`src/rtl/crcu_rst_apb_regs_pkg.sv`:
```
// Shared types and constants for the CRCU reset-control APB register bank.
package crcu_rst_pkg;

    // Three-phase APB slave sequencer
    typedef enum logic [1:0] {
        IDLE = 2'd0,
        WAIT = 2'd1,
        DONE = 2'd2
    } state_e;

    // Register map
    localparam logic [7:0]  CTL_BASE   = 8'h00;
    localparam logic [7:0]  STATUS_OFS = 8'h40;
    localparam logic [7:0]  LOCK_OFS   = 8'h44;

    // Fixed identification half-word reported in STATUS[31:16]
    localparam logic [15:0] RST_ID     = 16'hC2C0;

    // Control word field positions consumed by the reset generators
    localparam int EN    = 0;
    localparam int ASYNC = 1;
    localparam int POL   = 2;

    // Only the low byte of each control word is implemented
    localparam int CTL_STORED_W = 8;

endpackage

```
`src/rtl/crcu_rst_apb_regs_if.sv`:
```
// APB bus bundle between the CRCU reset register bank and its bus master.
interface crcu_rst_apb_regs_if;
    logic        PSEL;
    logic        PENABLE;
    logic        PWRITE;
    logic [7:0]  PADDR;
    logic [31:0] PWDATA;
    logic [31:0] PRDATA;
    logic        PREADY;
    logic        PSLVERR;

    modport master (
        output PSEL, PENABLE, PWRITE, PADDR, PWDATA,
        input  PRDATA, PREADY, PSLVERR
    );

    modport slave (
        input  PSEL, PENABLE, PWRITE, PADDR, PWDATA,
        output PRDATA, PREADY, PSLVERR
    );
endinterface

```
`src/rtl/crcu_rst_apb_regs.sv`:
```
// CRCU per-channel reset control register bank on APB (one wait state).
// Optional feature macro: CRCU_RST_LOCK_EN adds a sticky LOCK register at
// 0x44 that blocks CTL writes until the next CRCU_RST.
module crcu_rst_apb_regs
    import crcu_rst_pkg::*;
#(
    parameter int          N_RST_CH     = 4,
    parameter logic [31:0] RST_CTL_INIT = 32'h0000_0000
) (
    input  logic                      CRCU_CLK,
    input  logic                      CRCU_RST,
    crcu_rst_apb_regs_if.slave        apb,
    output logic [32*N_RST_CH-1:0]    rst_ctl_reg,
    output logic [N_RST_CH-1:0]       ctl_upd
);

    state_e      state_q;
    logic [7:0]  addr_q;
    logic        wr_q;
    logic [31:0] wdata_q;

    logic        in_done;
    logic [3:0]  idx;
    logic        misal, hit_ctl, hit_stat, hit_lock;
    logic        lock, lock_clr_err;
    logic        err, commit;
    logic [31:0] rd_data;
    logic [N_RST_CH-1:0][CTL_STORED_W-1:0] ctl_all;

    // Upper write-data bits have no storage behind them
    logic unused_wdata;
    assign unused_wdata = ^wdata_q[31:CTL_STORED_W];

    // Transfer sequencer; request fields are captured on entry to WAIT
    always_ff @(posedge CRCU_CLK) begin
        if (CRCU_RST) begin
            state_q <= IDLE;
            addr_q  <= '0;
            wr_q    <= 1'b0;
            wdata_q <= '0;
        end else begin
            case (state_q)
                IDLE: if (apb.PSEL && !apb.PENABLE) begin
                    state_q <= WAIT;
                    addr_q  <= apb.PADDR;
                    wr_q    <= apb.PWRITE;
                    wdata_q <= apb.PWDATA;
                end
                WAIT:    state_q <= (apb.PSEL && apb.PENABLE) ? DONE : IDLE;
                DONE:    state_q <= IDLE;
                default: state_q <= IDLE;
            endcase
        end
    end

    assign in_done  = (state_q == DONE);
    assign idx      = addr_q[5:2];
    assign misal    = (addr_q[1:0] != 2'b00);
    assign hit_ctl  = (addr_q[7:6] == CTL_BASE[7:6]) && ({1'b0, idx} < 5'(N_RST_CH));
    assign hit_stat = (addr_q == STATUS_OFS);

`ifdef CRCU_RST_LOCK_EN
    logic lock_q;

    // Sticky lock: only a write of 1 changes it, only reset clears it
    always_ff @(posedge CRCU_CLK) begin
        if (CRCU_RST)
            lock_q <= 1'b0;
        else if (commit && hit_lock && wdata_q[0])
            lock_q <= 1'b1;
    end

    assign lock         = lock_q;
    assign hit_lock     = (addr_q == LOCK_OFS);
    assign lock_clr_err = wr_q && hit_lock && lock_q && !wdata_q[0];
`else
    assign lock         = 1'b0;
    assign hit_lock     = 1'b0;
    assign lock_clr_err = 1'b0;
`endif

    assign err = misal
               | !(hit_ctl | hit_stat | hit_lock)
               | (wr_q & hit_stat)
               | (wr_q & hit_ctl & lock)
               | lock_clr_err;

    assign commit = in_done && wr_q && !err;

    // Read data selection from the latched address
    always_comb begin
        rd_data = '0;
        if (hit_stat)
            rd_data = {RST_ID, 7'b0, lock, 3'b0, 5'(N_RST_CH)};
        if (hit_lock)
            rd_data = {31'b0, lock};
        for (int i = 0; i < N_RST_CH; i++)
            if (hit_ctl && (idx == 4'(i)))
                rd_data = {{(32-CTL_STORED_W){1'b0}}, ctl_all[i]};
    end

    assign apb.PREADY  = in_done;
    assign apb.PSLVERR = in_done && err;
    assign apb.PRDATA  = (in_done && !wr_q && !err) ? rd_data : 32'h0;

    for (genvar i = 0; i < N_RST_CH; i++) begin : g_ch
        logic [CTL_STORED_W-1:0] ctl_q;
        logic                    upd_q;
        logic                    sel;

        assign sel = commit && hit_ctl && (idx == 4'(i));

        // Channel control byte plus a change strobe one cycle after commit
        always_ff @(posedge CRCU_CLK) begin
            if (CRCU_RST) begin
                ctl_q <= RST_CTL_INIT[CTL_STORED_W-1:0];
                upd_q <= 1'b0;
            end else begin
                upd_q <= 1'b0;
                if (sel) begin
                    ctl_q <= wdata_q[CTL_STORED_W-1:0];
                    upd_q <= (wdata_q[CTL_STORED_W-1:0] != ctl_q);
                end
            end
        end

        assign ctl_all[i]            = ctl_q;
        assign rst_ctl_reg[32*i +: 32] = {{(32-CTL_STORED_W){1'b0}}, ctl_q};
        assign ctl_upd[i]            = upd_q;
    end

endmodule

```
`src/flat_wrapper.sv`:
```
// flat-port wrapper written by rule: the top's interface ports become plain ports
module crcu_rst_apb_regs_flat import crcu_rst_pkg::*;
#(
    parameter int          N_RST_CH     = 4,
    parameter logic [31:0] RST_CTL_INIT = 32'h0000_0000
)
  (CRCU_CLK, CRCU_RST, rst_ctl_reg, ctl_upd, apb_PSEL, apb_PENABLE, apb_PWRITE, apb_PADDR, apb_PWDATA, apb_PRDATA, apb_PREADY, apb_PSLVERR);
  crcu_rst_apb_regs_if apb_i ();
  input  logic CRCU_CLK;
  input  logic CRCU_RST;
  output logic [32*N_RST_CH-1:0] rst_ctl_reg;
  output logic [N_RST_CH-1:0] ctl_upd;
  input wire logic [$bits(apb_i.PSEL)-1:0] apb_PSEL;
  input wire logic [$bits(apb_i.PENABLE)-1:0] apb_PENABLE;
  input wire logic [$bits(apb_i.PWRITE)-1:0] apb_PWRITE;
  input wire logic [$bits(apb_i.PADDR)-1:0] apb_PADDR;
  input wire logic [$bits(apb_i.PWDATA)-1:0] apb_PWDATA;
  output wire logic [$bits(apb_i.PRDATA)-1:0] apb_PRDATA;
  output wire logic [$bits(apb_i.PREADY)-1:0] apb_PREADY;
  output wire logic [$bits(apb_i.PSLVERR)-1:0] apb_PSLVERR;
  assign apb_i.PSEL = apb_PSEL;
  assign apb_i.PENABLE = apb_PENABLE;
  assign apb_i.PWRITE = apb_PWRITE;
  assign apb_i.PADDR = apb_PADDR;
  assign apb_i.PWDATA = apb_PWDATA;
  assign apb_PRDATA = apb_i.PRDATA;
  assign apb_PREADY = apb_i.PREADY;
  assign apb_PSLVERR = apb_i.PSLVERR;
  crcu_rst_apb_regs #(.N_RST_CH(N_RST_CH), .RST_CTL_INIT(RST_CTL_INIT)) u_core (.CRCU_CLK(CRCU_CLK), .CRCU_RST(CRCU_RST), .apb(apb_i), .rst_ctl_reg(rst_ctl_reg), .ctl_upd(ctl_upd));
endmodule
```
`config.mk`:
```
export PLATFORM = sky130hd
export DESIGN_NAME = crcu_rst_apb_regs_flat
export DESIGN_NICKNAME = d
export VERILOG_FILES = /design/src/rtl/crcu_rst_apb_regs_pkg.sv /design/src/rtl/crcu_rst_apb_regs_if.sv /design/src/rtl/crcu_rst_apb_regs.sv /design/src/flat_wrapper.sv
export SDC_FILE = /design/constraint.sdc
export NUM_CORES = 1
export LEC_CHECK = 0
export ABC_CLOCK_PERIOD_IN_PS = 2100
export CAP_MARGIN = 20
export CORE_MARGIN = 2
export CORE_UTILIZATION = 35
export CTS_CLUSTER_DIAMETER = 30
export DETAILED_ROUTE_END_ITERATION = 12
export PLACE_DENSITY_LB_ADDON = 0.1
export SYNTH_ARGS = -nofsm -noshare
export SYNTH_HDL_FRONTEND = slang
export SYNTH_SLANG_ARGS = --single-unit
```
`constraint.sdc`:
```
create_clock -name CRCU_CLK -period 2.1 [get_ports CRCU_CLK]
set_input_delay 0.315 -clock CRCU_CLK [delete_from_list [all_inputs] [get_ports CRCU_CLK]]
set_output_delay 0.315 -clock CRCU_CLK [all_outputs]
set_load 0.005 [all_outputs]
```
==> results of run 1 <==
## cell type report
cell class / count / area [um^2] / share of cell area
Timing Repair Buffer: 97 / 913 / 0.214
Tap cell: 136 / 170 / 0.0398
Inverter: 2 / 7.51 / 0.00176
Sequential cell: 55 / 1110 / 0.260
Clock inverter: 3 / 67.6 / 0.0158
Clock buffer: 5 / 68.8 / 0.0161
Multi-Input combinational cell: 323 / 1940 / 0.453
## through the flow
stage | instances | setup TNS (ps) | cell area [um^2] | power, mW | worst slack [ps]
floorplan | 525 | 0 | 4070 | 1.43 | 434
global placement | 606 | 0 | 4060 | 1.36 | 100
detailed placement | 606 | 0 | 4060 | 1.36 | 98.7
CTS | 618 | -134 | 4260 | 2.22 | -134
global route | 621 | -31.1 | 4280 | 2.29 | -30.4
finish | 621 | 0 | 4280 | 2.20 | 59.7
## worst paths after layout
kind / endpoint / cells past startpoint / slack [ps] / from
worst max-delay path: apb_PRDATA[4] / 6 / 60 / u_core.addr_q[7]
worst min-delay path: u_core.addr_q[2] / 2 / 480 / u_core.addr_q[2]
worst max register to register: u_core.g_ch[1].ctl_q[7] / 6 / 280 / u_core.state_q[0]
worst min register to register: u_core.addr_q[2] / 2 / 480 / u_core.addr_q[2]
## layer usage
layer  share of wire  track usage
met1            0.45        0.180
met2            0.48        0.228
met3           0.055       0.0233
met4          0.0084       0.0320
met5               0            0
## state kept, by name (all words and copies together), names as in the netlist
name	flops
u_core.g_ch.upd_q	4
u_core.state_q	2
u_core.wdata_q	8
u_core.g_ch.ctl_q	32
u_core.wr_q	1
u_core.addr_q	8
## worst max-delay path, delay by kind of cell, from the launching register on
family                 cells  cell delay (ps)
flip-flops                 1              370
buffers and inverters      3              490
AND/OR/NAND/NOR            3              560
## what timing repair did
action                     CTS  global route
setup buffers                4             3
resized for setup           28            15
pin swaps                    4             4
setup endpoints to repair   13             5
## where the power goes
part           total (mW)  switching (mW)  internal [mW]
clock               0.840           0.364          0.476
combinational       0.265           0.147          0.118
sequential           1.09          0.0336           1.06
## placed cells by master (no fill, tap or decap), drive strengths merged, types with 2 or more instances in the layout
| master | Yosys | routed |
|---|---|---|
| nand3 | 2 | 2 |
| clkdlybuf4s50 | 0 | 56 |
| nor4 | 3 | 3 |
| buf | 135 | 27 |
| a21oi | 18 | 18 |
| conb | 1 | 115 |
| nor2b | 8 | 8 |
| nand2b | 2 | 2 |
| xnor2 | 24 | 24 |
| clkbuf | 10 | 10 |
| bufinv | 0 | 2 |
| mux4 | 7 | 7 |
| dlygate4sd2 | 0 | 6 |
| nand2 | 35 | 35 |
| dlymetal6s2s | 0 | 2 |
| nand4 | 9 | 9 |
| dfxtp | 55 | 55 |
| nor3 | 4 | 4 |
| a211oi | 2 | 2 |
| nor2 | 40 | 40 |
| xor2 | 8 | 8 |
| o21ai | 2 | 2 |
| mux2i | 33 | 33 |
| inv | 2 | 2 |
## cells by family after synthesis
family,Yosys count,share of synthesized area
xor gates and xnor gates,32,0.0771
and+or+nand+nor,110,0.153
buffers and inverters,147,0.292
other,1,0.00103
DFF,55,0.303
muxes,40,0.134
AOI/OAI and AO/OA,26,0.0406
==> results.md, run 1 <==
- Worst Hold Class: flip-flop to flip-flop
- Worst-Margin Slew: 591 ps
- CP max-delay cell: dfxtp_4
- Number of antenna violations at the first check in global routing: 0
- IO Pins: 211
- P&R area growth vs syn: 17.5%
- Vias: 2,556
- Post-Syn Area: 3640 um^2
- Static leakage: 1.91 nW
- Port bufs: 71
- Worst-path cell chain: nor4_4 > nand3_2 > buf_4 > buf_6 > nor2b_1 > clkdlybuf4s15_1
- Largest net degree at the start of global routing: 56
- CTS sink count: 55
- Post-Syn Area per Cell: 8.85 um^2
- Synth top area share: 0.303
- Grt total ovfl: 0
- Crit path DAT: 1730 ps
- Fmax: 490 MHz
- Clock-pin slew on the worst setup and hold paths: 100 ps
- Sequential share of the synthesized area: 0.303
- Core area: 10,200 um^2
- Final routed DRC violation total: 0
- Max transition margin: 0.606
- Req. time, crit path: 1780 ps
- DRT Wirelength: 7830 um
- GR Util All Layers: 0.135
- First-pass GRT wire length: 12,000 um
- DRT iter0 DRCs: 64
- Status: completed
- PwrDens: 514 nW/um^2
- Max Root-Sink Buffers: 2
- Max_cap viols: 0
- Min Hold Slack: 480 ps
- Area leader, netlist: dfxtp_1
- Post-Syn Instances: 411
- Post-synth ARST share: 0
- Post-layout util: 0.420
- Vias in the first global route: 2,358
- Average wire per standard cell: 12.6 um
- Slowest stage delay, CP: 370 ps
- Final-report hold violation count: 0
- Fraction of layout cells with a size suffix above 1: 0.136
- Min Tclk post-route: 2040 ps
- Most numerous cell in the Yosys netlist: buf_4
- CP Capture Type: primary output
- # diodes: 0
- Post-synth top cells: 131 x buf_4, 55 x dfxtp_1, 40 x nor2_1
- Post-CTS Hold Buffers: 0
- Unrepaired setup endpoints after global routing: true
- Vias per cell: 4.12
- Syn. warnings: 0
- DIE WIDTH: 106 um
- Max-slew violations: 0
- Final net count: 529
- Post-synth top flop: dfxtp_1
- Unique masters post-synth: 36
- Synth area leaders: dfxtp_1 30%, buf_4 27%, mux2i_1 9.1%
- Htree depth: 2
- Worst Path Max Fanout: 4
- Number of CTS-inserted buffers: 5
- Clock Skew: 9.73 ps
- Die height: 106 um
- Initial Util: 0.357
- Type of origin of the critical path: flip-flop
- Number of flops mapped to enable cells by yosys: 0
- Clock root buffer: clkbuf_8
- VDD IR max: 0.000250 V
- Num rows: 37
- Post-synthesis register bit count: 55
- Setup CP Type: flip-flop to primary output
- CTS tree: done
- Worst-Skew Late Latency: 310 ps
- DP HPWL: 5890 um
- GPL Wtd Cong: 0.756
- Routed Antenna Nets: 0
- Setup violators final: 0
- Filler Cells Inserted: 1,053
- Tcrit/Tclk final: 0.972
- Die ar.: 11,200 um^2
- Drt pass-1 iters: 4
Note: power is estimated with default switching activity, not from simulation.
==> inputs of run 2 (changes only) <==
- CTS_CLUSTER_DIAMETER: 30 -> 200
==> results of run 2 <==
The final DEF is identical to that of run 1; final timing and power are the same.
==> inputs of run 3 (changes only) <==
- CORE_MARGIN: 2 -> unset
==> run 3 against run 2 <==
Cell area shrank 1.2%. Wire length shrank 3.3%. Sequential share of layout area grew 0.26 points. Utilization grew 0.64 points. Clock skew shrank 4.8 ps. First-iteration DRC count shrank 22%. Register-to-register slack is essentially flat. Worst hold slack lost 0.74 ps. Clock power shrank 29%. Setup slack lost 12 ps. Sequential cell count is the same. Largest cell class unchanged. Largest power group unchanged.
==> results.md, run 3 (synthesis results as in run 1) <==
- Final-report hold violation count: 0
- Slowest stage delay, CP: 370 ps
- Fraction of layout cells with a size suffix above 1: 0.125
- Filler Cells Inserted: 1,026
- Clock root buffer: clkbuf_8
- Min Tclk post-route: 2050 ps
- Largest regs: u_core.g_ch.ctl_q x32, u_core.addr_q x8, u_core.wdata_q x8
- Routed Antenna Nets: 0
- CP Capture Type: primary output
- Average wire per standard cell: 12.3 um
- Met3 usage: 0.0307
- Worst reg2reg setup slack: 280 ps
- Setup CP Type: flip-flop to primary output
- Max_cap viols: 0
- Drt pass-1 iters: 4
- # diodes: 0
- Worst Path Max Fanout: 3
- Most common cell after layout, fill and taps aside: conb_1
- Setup violators final: 0
- Met2 usage: 0.234
- CP bufs+invs: 4
- Tcrit/Tclk final: 0.977
- DRT Wirelength: 7570 um
- Max Root-Sink Buffers: 2
- Core area: 9910 um^2
- Post-route insts no fill: 614
- Pwr Total: 1.95 mW
- Fmax: 487 MHz
- Die height: 104 um
- CTS tree: done
- GPL Wtd Cong: 0.779
- Post-CTS Hold Buffers: 0
- Number of CTS-inserted buffers: 5
- Status: completed
- Min Hold Slack: 479 ps
- Total negative slack: 0 ps
- IO Pins: 211
- Area of the multi-input gates: 1940 um^2
- DIE WIDTH: 104 um
- Type of origin of the critical path: flip-flop
- CTS sink count: 55
- Placed insts: 601
- Worst-Margin Slew: 573 ps
- Grt total ovfl: 0
- DP HPWL: 5810 um
- Largest net degree at the start of global routing: 29
- Most frequent cells in the layout: 115 x conb_1, 57 x clkdlybuf4s50_1, 50 x dfxtp_1, 38 x nor2_1, 35 x nand2_1
- Static leakage: 1.92 nW
- Worst Hold Class: input port to flip-flop
- Max reg flops: 32
- CP top delay family: buffers and inverters
- Vias in the first global route: 2,274
- P&R area growth vs syn: 16.1%
- Vias per cell: 4.11
- Req. time, crit path: 1780 ps
- Worst-Skew Late Latency: 310 ps
- Port bufs: 71
- GR peak layer: met2
- VDD IR max: 0.000245 V
- Initial Util: 0.367
- Biggest register: u_core.g_ch.ctl_q
- Vias: 2,526
- Post-layout util: 0.426
- Die ar.: 10,800 um^2
- Htree depth: 2
- GR met1 Demand/Resource: 0.173
- First-pass GRT wire length: 11,700 um
- Max-slew violations: 0
- Worst-path cell chain: nor4_4 > nand3_2 > buf_6 > buf_6 > buf_6 > o21bai_1 > buf_2
- Final net count: 526
- Unrepaired setup endpoints after global routing: true
- DRT iter0 DRCs: 50
- Num rows: 36
- PwrDens: 461 nW/um^2
- Clock-pin slew on the worst setup and hold paths: 100 ps
- CP max-delay cell: dfxtp_4
- Final routed DRC violation total: 0
- Crit-path most repeated cell: buf_6
- Clock Skew: 4.98 ps
- Crit path DAT: 1740 ps
- Max transition margin: 0.618
- GR Util All Layers: 0.137
- Register Area: 1110 um^2
- Number of antenna violations at the first check in global routing: 0
run 3: cell types whose count changed in the layout (fill, tap and decap cells not counted), moves of 2 or more:
cell / change
buf_4: -5
clkbuf_2: -3
buf_6: +2
bufinv_16: -2
dlymetal6s2s_1: +2
run 3: area by class of cell:
cell class                      count  area share
Multi-Input combinational cell    323       0.460
Clock inverter                      1     0.00119
Timing Repair Buffer               94       0.215
Inverter                            2     0.00178
Tap cell                          133      0.0394
Clock buffer                        6      0.0196
Sequential cell                    55       0.263
run 3: report_power, final:
group,switching (mW),total [mW],internal [mW],leakage [nW]
Clock,0.335,0.595,0.260,0.0470
Sequential,0.0358,1.09,1.06,0.447
Combinational,0.142,0.259,0.117,1.43
run 3: path summary, 6_finish.rpt:
path,start,end,depth (start not counted)
worst max register to register,u_core.addr_q[0],u_core.g_ch[1].ctl_q[1],6
worst max-delay path,u_core.addr_q[6],apb_PRDATA[2],7
worst min register to register,u_core.addr_q[6],u_core.addr_q[6],2
worst min-delay path,CRCU_RST,u_core.g_ch[3].ctl_q[5],2
run 3: repair_timing:
| action | CTS | global route |
|---|---|---|
| gates cloned | 0 | 0 |
| pin swaps | 2 | 2 |
| setup buffers | 3 | 3 |
| endpoints found under the setup margin | 13 | 6 |
| gates resized for setup | 27 | 15 |
run 3: per-stage QoR:
step / setup slack (ps) / area (um^2)
after global placement: 99.7 / 4020
final: 47.3 / 4220
after floorplan: 434 / 4070
after detailed placement: 72.1 / 4020
after CTS: -148 / 4190
after global routing: -51.7 / 4220
run 3: layer usage:
layer,routed length [um],share of wire
met5,0,0
met4,95,0.013
met3,406,0.054
met2,3640,0.48
met1,3440,0.45
run 3: worst register-to-register path: stages (launching register included):
cell and delay (ps):
dfxtp_2 340, buf_4 140, or4b_4 530, nor3_2 170, buf_4 250, mux2i_1 210
nor2_1 50
